===== src/rtl/mem_pkg.sv =====
// mem_pkg: shared types and constants for the main-memory arbiter.
//   LINE_W        - width of one cache line (4 x 32-bit words)
//   LINE_ADDR_W   - width of a line address
//   arb_state_t   - arbiter FSM states
//   req_id_t      - identifies which cache owns the current transaction
package mem_pkg;

  localparam int LINE_W      = 128;
  localparam int LINE_ADDR_W = 26;

  typedef enum logic [1:0] {
    IDLE,
    BUSY,
    RESP
  } arb_state_t;

  typedef enum logic {
    REQ_I,
    REQ_D
  } req_id_t;

endpackage


===== src/rtl/mem_arbiter.sv =====
// mem_arbiter: serialises I-cache and D-cache line requests onto a single-port
// RAM that answers combinationally. It adds a fixed LATENCY cycles per access
// and returns each completion as a one-cycle ready pulse.
//
// Ports:
//   clk, reset (async, active-low)
//   ic_req/ic_addr        -> I-cache line fill request (read only)
//   ic_ready/ic_line      <- I-cache completion pulse and returned line
//   dc_req/dc_we/dc_addr/dc_wdata -> D-cache fill (we=0) or writeback (we=1)
//   dc_ready/dc_line      <- D-cache completion pulse and returned line
//   mem_rd_addr/mem_rd_data       -> RAM read port
//   mem_wr_addr/mem_wr_data/mem_we -> RAM write port
module mem_arbiter
  import mem_pkg::*;
#(
  parameter int LATENCY     = 5,
  parameter int LINE_ADDR_W = mem_pkg::LINE_ADDR_W,
  parameter int LINE_W      = mem_pkg::LINE_W
) (
  input  logic                   clk,
  input  logic                   reset,
  input  logic                   ic_req,
  input  logic [LINE_ADDR_W-1:0] ic_addr,
  output logic                   ic_ready,
  output logic [LINE_W-1:0]      ic_line,
  input  logic                   dc_req,
  input  logic                   dc_we,
  input  logic [LINE_ADDR_W-1:0] dc_addr,
  input  logic [LINE_W-1:0]      dc_wdata,
  output logic                   dc_ready,
  output logic [LINE_W-1:0]      dc_line,
  output logic [LINE_ADDR_W-1:0] mem_rd_addr,
  input  logic [LINE_W-1:0]      mem_rd_data,
  output logic [LINE_ADDR_W-1:0] mem_wr_addr,
  output logic [LINE_W-1:0]      mem_wr_data,
  output logic                   mem_we
);

  localparam int CW = $clog2(LATENCY + 1);
  localparam logic [CW-1:0] CNT_LAST = CW'(LATENCY - 1);

  arb_state_t             r_state;
  arb_state_t             w_state_nxt;
  logic [CW-1:0]          r_cnt;
  req_id_t                r_last_grant;
  req_id_t                r_id;
  logic [LINE_ADDR_W-1:0] r_addr;
  logic                   r_we;
  logic [LINE_W-1:0]      r_wdata;
  logic [LINE_W-1:0]      r_ic_line;
  logic [LINE_W-1:0]      r_dc_line;

  logic                   w_grant;
  req_id_t                w_grant_id;
  logic                   w_last_cycle;

  assign w_last_cycle = (r_state == BUSY) && (r_cnt == CNT_LAST);

  // Next-state and grant selection. Under contention the side that did not
  // win last time is served, so neither cache can starve the other.
  always_comb begin
    w_state_nxt = r_state;
    w_grant     = 1'b0;
    w_grant_id  = REQ_I;
    case (r_state)
      IDLE: begin
        if (ic_req && dc_req) begin
          w_grant    = 1'b1;
          w_grant_id = (r_last_grant == REQ_I) ? REQ_D : REQ_I;
        end else if (ic_req) begin
          w_grant    = 1'b1;
          w_grant_id = REQ_I;
        end else if (dc_req) begin
          w_grant    = 1'b1;
          w_grant_id = REQ_D;
        end
        if (w_grant) begin
          w_state_nxt = BUSY;
        end
      end
      BUSY: begin
        if (w_last_cycle) begin
          w_state_nxt = RESP;
        end
      end
      RESP:    w_state_nxt = IDLE;
      default: w_state_nxt = IDLE;
    endcase
  end

  always_ff @(posedge clk or negedge reset) begin
    if (!reset) begin
      r_state      <= IDLE;
      r_cnt        <= '0;
      r_last_grant <= REQ_I;
      r_id         <= REQ_I;
      r_addr       <= '0;
      r_we         <= 1'b0;
      r_wdata      <= '0;
      r_ic_line    <= '0;
      r_dc_line    <= '0;
    end else begin
      r_state <= w_state_nxt;
      case (r_state)
        IDLE: begin
          r_cnt <= '0;
          // Request inputs are frozen here for the rest of the transaction.
          if (w_grant) begin
            r_id <= w_grant_id;
            if (w_grant_id == REQ_D) begin
              r_addr  <= dc_addr;
              r_we    <= dc_we;
              r_wdata <= dc_wdata;
            end else begin
              r_addr <= ic_addr;
              r_we   <= 1'b0;
            end
          end
        end
        BUSY: begin
          if (w_last_cycle) begin
            r_cnt <= '0;
            if (!r_we) begin
              if (r_id == REQ_I) begin
                r_ic_line <= mem_rd_data;
              end else begin
                r_dc_line <= mem_rd_data;
              end
            end
          end else begin
            r_cnt <= r_cnt + 1'b1;
          end
        end
        RESP: begin
          r_last_grant <= r_id;
        end
        default: r_cnt <= '0;
      endcase
    end
  end

  assign ic_ready    = (r_state == RESP) && (r_id == REQ_I);
  assign dc_ready    = (r_state == RESP) && (r_id == REQ_D);
  assign ic_line     = r_ic_line;
  assign dc_line     = r_dc_line;
  assign mem_rd_addr = r_addr;
  assign mem_wr_addr = r_addr;
  assign mem_wr_data = r_wdata;
  // Combinational from state so an asynchronous reset drops it at once.
  assign mem_we      = w_last_cycle && r_we;

endmodule


===== config.mk =====
export PLATFORM = sky130hd
export DESIGN_NAME = mem_arbiter
export DESIGN_NICKNAME = d
export VERILOG_FILES = /design/src/rtl/mem_pkg.sv /design/src/rtl/mem_arbiter.sv
export SDC_FILE = /design/constraint.sdc
export NUM_CORES = 1
export LEC_CHECK = 0
export ABC_AREA = 1
export CAP_MARGIN = 20
export CORE_AREA = 2 2 294 296
export CTS_BUF_LIST = sky130_fd_sc_hd__clkbuf_4
export DETAILED_ROUTE_END_ITERATION = 8
export DIE_AREA = 0 0 296 298
export GPL_TIMING_DRIVEN = 0
export PLACE_DENSITY = 0.51
export SLEW_MARGIN = 20
export SYNTH_ARGS = -nofsm -noshare
export SYNTH_HDL_FRONTEND = slang
export SYNTH_SLANG_ARGS = --single-unit

===== constraint.sdc =====
create_clock -name clk -period 1.6 [get_ports clk]
set_input_delay 0.4 -clock clk [delete_from_list [all_inputs] [get_ports clk]]
set_output_delay 0.4 -clock clk [all_outputs]
set_load 0.01 [all_outputs]

==> impl_metrics.toml <==
[outcome]
status = "finished, violations left"
violations = "negative setup slack"

[final_layout]
stdcell_count = 4597
layout.nets = 3671
final_area_mm2 = 0.0344
area_growth_pct = 99.7
drive_gt1_share_pct = 33.5
fin_util_pct = 40.5
layout_commonest_cell = "nand2_1"
final_cell_mix = "619 x nand2_1, 412 x dfrtp_1, 332 x buf_6"

[floorplanning]
io_pins = 752
dieArea_mm2 = 0.0882
core.rowCount = 107
start_util_pct = 20.3
die_x_um = 296
core_area_mm2 = 0.0849
fp.dieH_um = 298

[power_and_ir_drop]
p_per_area_mw_per_mm2 = 1800
power_mw = 61.9
p_leak_nw = 17.1
ir_worst_vdd_mv = 0.729

[clocking]
numCtsBuffers = 133
htree_levels = 4
clockBufferDepth = 3
cts_tree = "yes"
clockRootBuffer = "clkbuf_4"
insertion_delay_ns = 0.97
cts_sinks = 418
clk_pin_slew_ns = 0.06

[place]
io_buffers = 750
dp.cells = 3855
dpl.hpwl_um = 62900
dpl_cell_area_mm2 = 0.0263
place_congestion = 0.861

[timing]
finalCritPeriodShare_pct = 145
setup_violations = 852
fin_ws_ns = -0.719
finalHoldViolCount = 0
fin_skew_ns = 0.0491
period_minus_slack_ns = 2.32
fmax_mhz = 431
rsz0062_at_grt = "true"
hold_ws_ns = 0.0604
drv_slew = 0
max-slew-margin-rel_pct = 55.8
tightest_slew_ns = 0.663

[grt]
grt_use_met3_pct = 5.89
grt_usage_pct = 19.7
use_met1_pct = 24.0
grt-busiest-layer = "met2"
antenna_found_initial = 10
overflow = 0
first_global_vias = 20000
grt_pass1_wl_um = 130000
use_met2_pct = 32.9
grt_max_degree = 84

[synth]
synth_fa_ha_area_share_pct = 0.145
synth_compound_area_share_pct = 3.95
seq_area_frac_synth_pct = 60.7
ys_warn_count = 0
syn_inst = 1956
synth_nets = 2271
synth-simple-area-share_pct = 26.3
avgSynthCellArea_um2 = 8.81
synth_cell_type_count = 20
synth_top_family_by_area = "simple AND/OR/NAND/NOR gates"
synth_area_mm2 = 0.0172
synth_seq_cells = 418
muxShareOfSynthArea_pct = 0
synth_xor_area_share_pct = 0.0509

[drt]
vias = 19500
wl_per_cell_um = 19.9
drt-initial-drc-count = 1140
dr.pass1.iters = 5
drc = 0
routed_via_density = 4.24
ant_nets = 0
wl_um = 91300

[critical_path]
cp.required_ns = 2.42
worst_setup_path_end_kind = "flop"
cp_max_fo = 2
max_stage_delay_ns = 0.37
worstPathCellList = "inv_2 > buf_6 > buf_4 > buf_4 > buf_4 > buf_4 > buf_4 > buf_4 > buf_4 > buf_4 > buf_4 > buf_4 > buf_4 > buf_4 > buf_4 > nand3_2 > o21ai_2"
r2r_end = "r_cnt[0]"
r2r_start = "r_cnt[0]"
crit_path_start = "r_cnt[0]"
crit_slowest_cell = "dfrtp_1"
crit_type = "flop to flop"
startpoint_type = "flop"
arrival_ns = 3.14
crit_top_cell = "buf_4"
reg2reg_slack_ns = -0.72
r2r_cells = 17

[worst_hold_path]
worstHoldPathType = "input pin to asynchronous set/reset pin"

[flow_run]
cap_violations = 0
==> power by group <==
| part | total (mW) | internal [mW] | switching [mW] |
|---|---|---|---|
| sequential | 19.5 | 15.7 | 3.78 |
| combinational | 31.3 | 16.1 | 15.1 |
| clock | 11.1 | 5.85 | 5.25 |
==> cell usage after synthesis (all sizes together) <==
cell | n | area [um2]
buf | 105 | 583
clkbuf | 61 | 229
dfrtp | 418 | 10500
ha | 2 | 25.0
inv | 189 | 709
nand2 | 727 | 2730
nand3 | 158 | 796
nand4 | 154 | 963
nor2 | 5 | 33.8
nor3 | 1 | 5.00
o21ai | 134 | 674
o22ai | 1 | 6.26
xnor2 | 1 | 8.76
==> final cells by class <==
type                       instances  area [um2]
fill                            8556       50500
timing repair buffer            1281       12900
tap                             1144        1430
inverter                         189         714
sequential                       418       10500
buffer                           150        1500
multi-input combinational       1183        5720
clock buffer                     188        1410
clock inverter                    34         230
antenna                           10        25.0
==> how the worst max path moves through the flow <==
stage | endpoint | slack [ns] | cells after the start
2_1_floorplan | dc_ready | 0.09 | 4
3_3_place_gp | mem_wr_data[10] | -20.34 | 1
3_5_place_dp | dc_ready | -1.15 | 5
4_1_cts | mem_we | -0.87 | 5
5_1_grt | mem_we | -0.90 | 5
6_report | r_cnt[0] | -0.72 | 17
==> registers in the layout (all words and copies together) (netlist names) <==
register / cells
r_last_grant: 1
mem_wr_data: 128
dc_line: 128
mem_rd_addr: 26
r_cnt: 3
r_id: 1
r_state: 2
r_we: 1
ic_line: 128
==> per-stage QoR <==
stage	setup slack, ns	setup TNS [ns]
global route	-0.897	-342.17
CTS	-0.871	-328.23
floorplan	0.0868	0
finish	-0.719	-231.67
global placement	-20.34	-8708.28
detailed placement	-1.15	-256.10
==> logic make-up after synthesis <==
| group | Yosys count |
|---|---|
| simple gates | 1045 |
| flops | 418 |
| buf+inv | 355 |
| compound gates | 135 |
| fa+ha+maj | 2 |
| xor+xnor | 1 |
==> per-layer routing <==
layer	up-vias	wire length, um
li1	9145	-
met1	9415	37400
met2	772	44400
met3	164	6810
met4	6	2590
met5	-	40
==> timing repair <==
action / in CTS / in global routing
endpoints found under the hold margin: 613 / 22
resized for setup: 2492 / 281
hold buffers: 280 / 5
gates cloned: 21 / 17
setup endpoints to repair: 852 / 855
setup buffers: 177 / 37
pin swaps: 79 / 13
==> critical path: cells and delay by family, from the launching register on <==
family	cells	cell delay (ns)
buffers and inverters	15	1.74
AO/OA/AOI/OAI	1	0.05
AND/OR/NAND/NOR	1	0.07
flip-flops	1	0.37
Power figures use the tool's default switching activity.
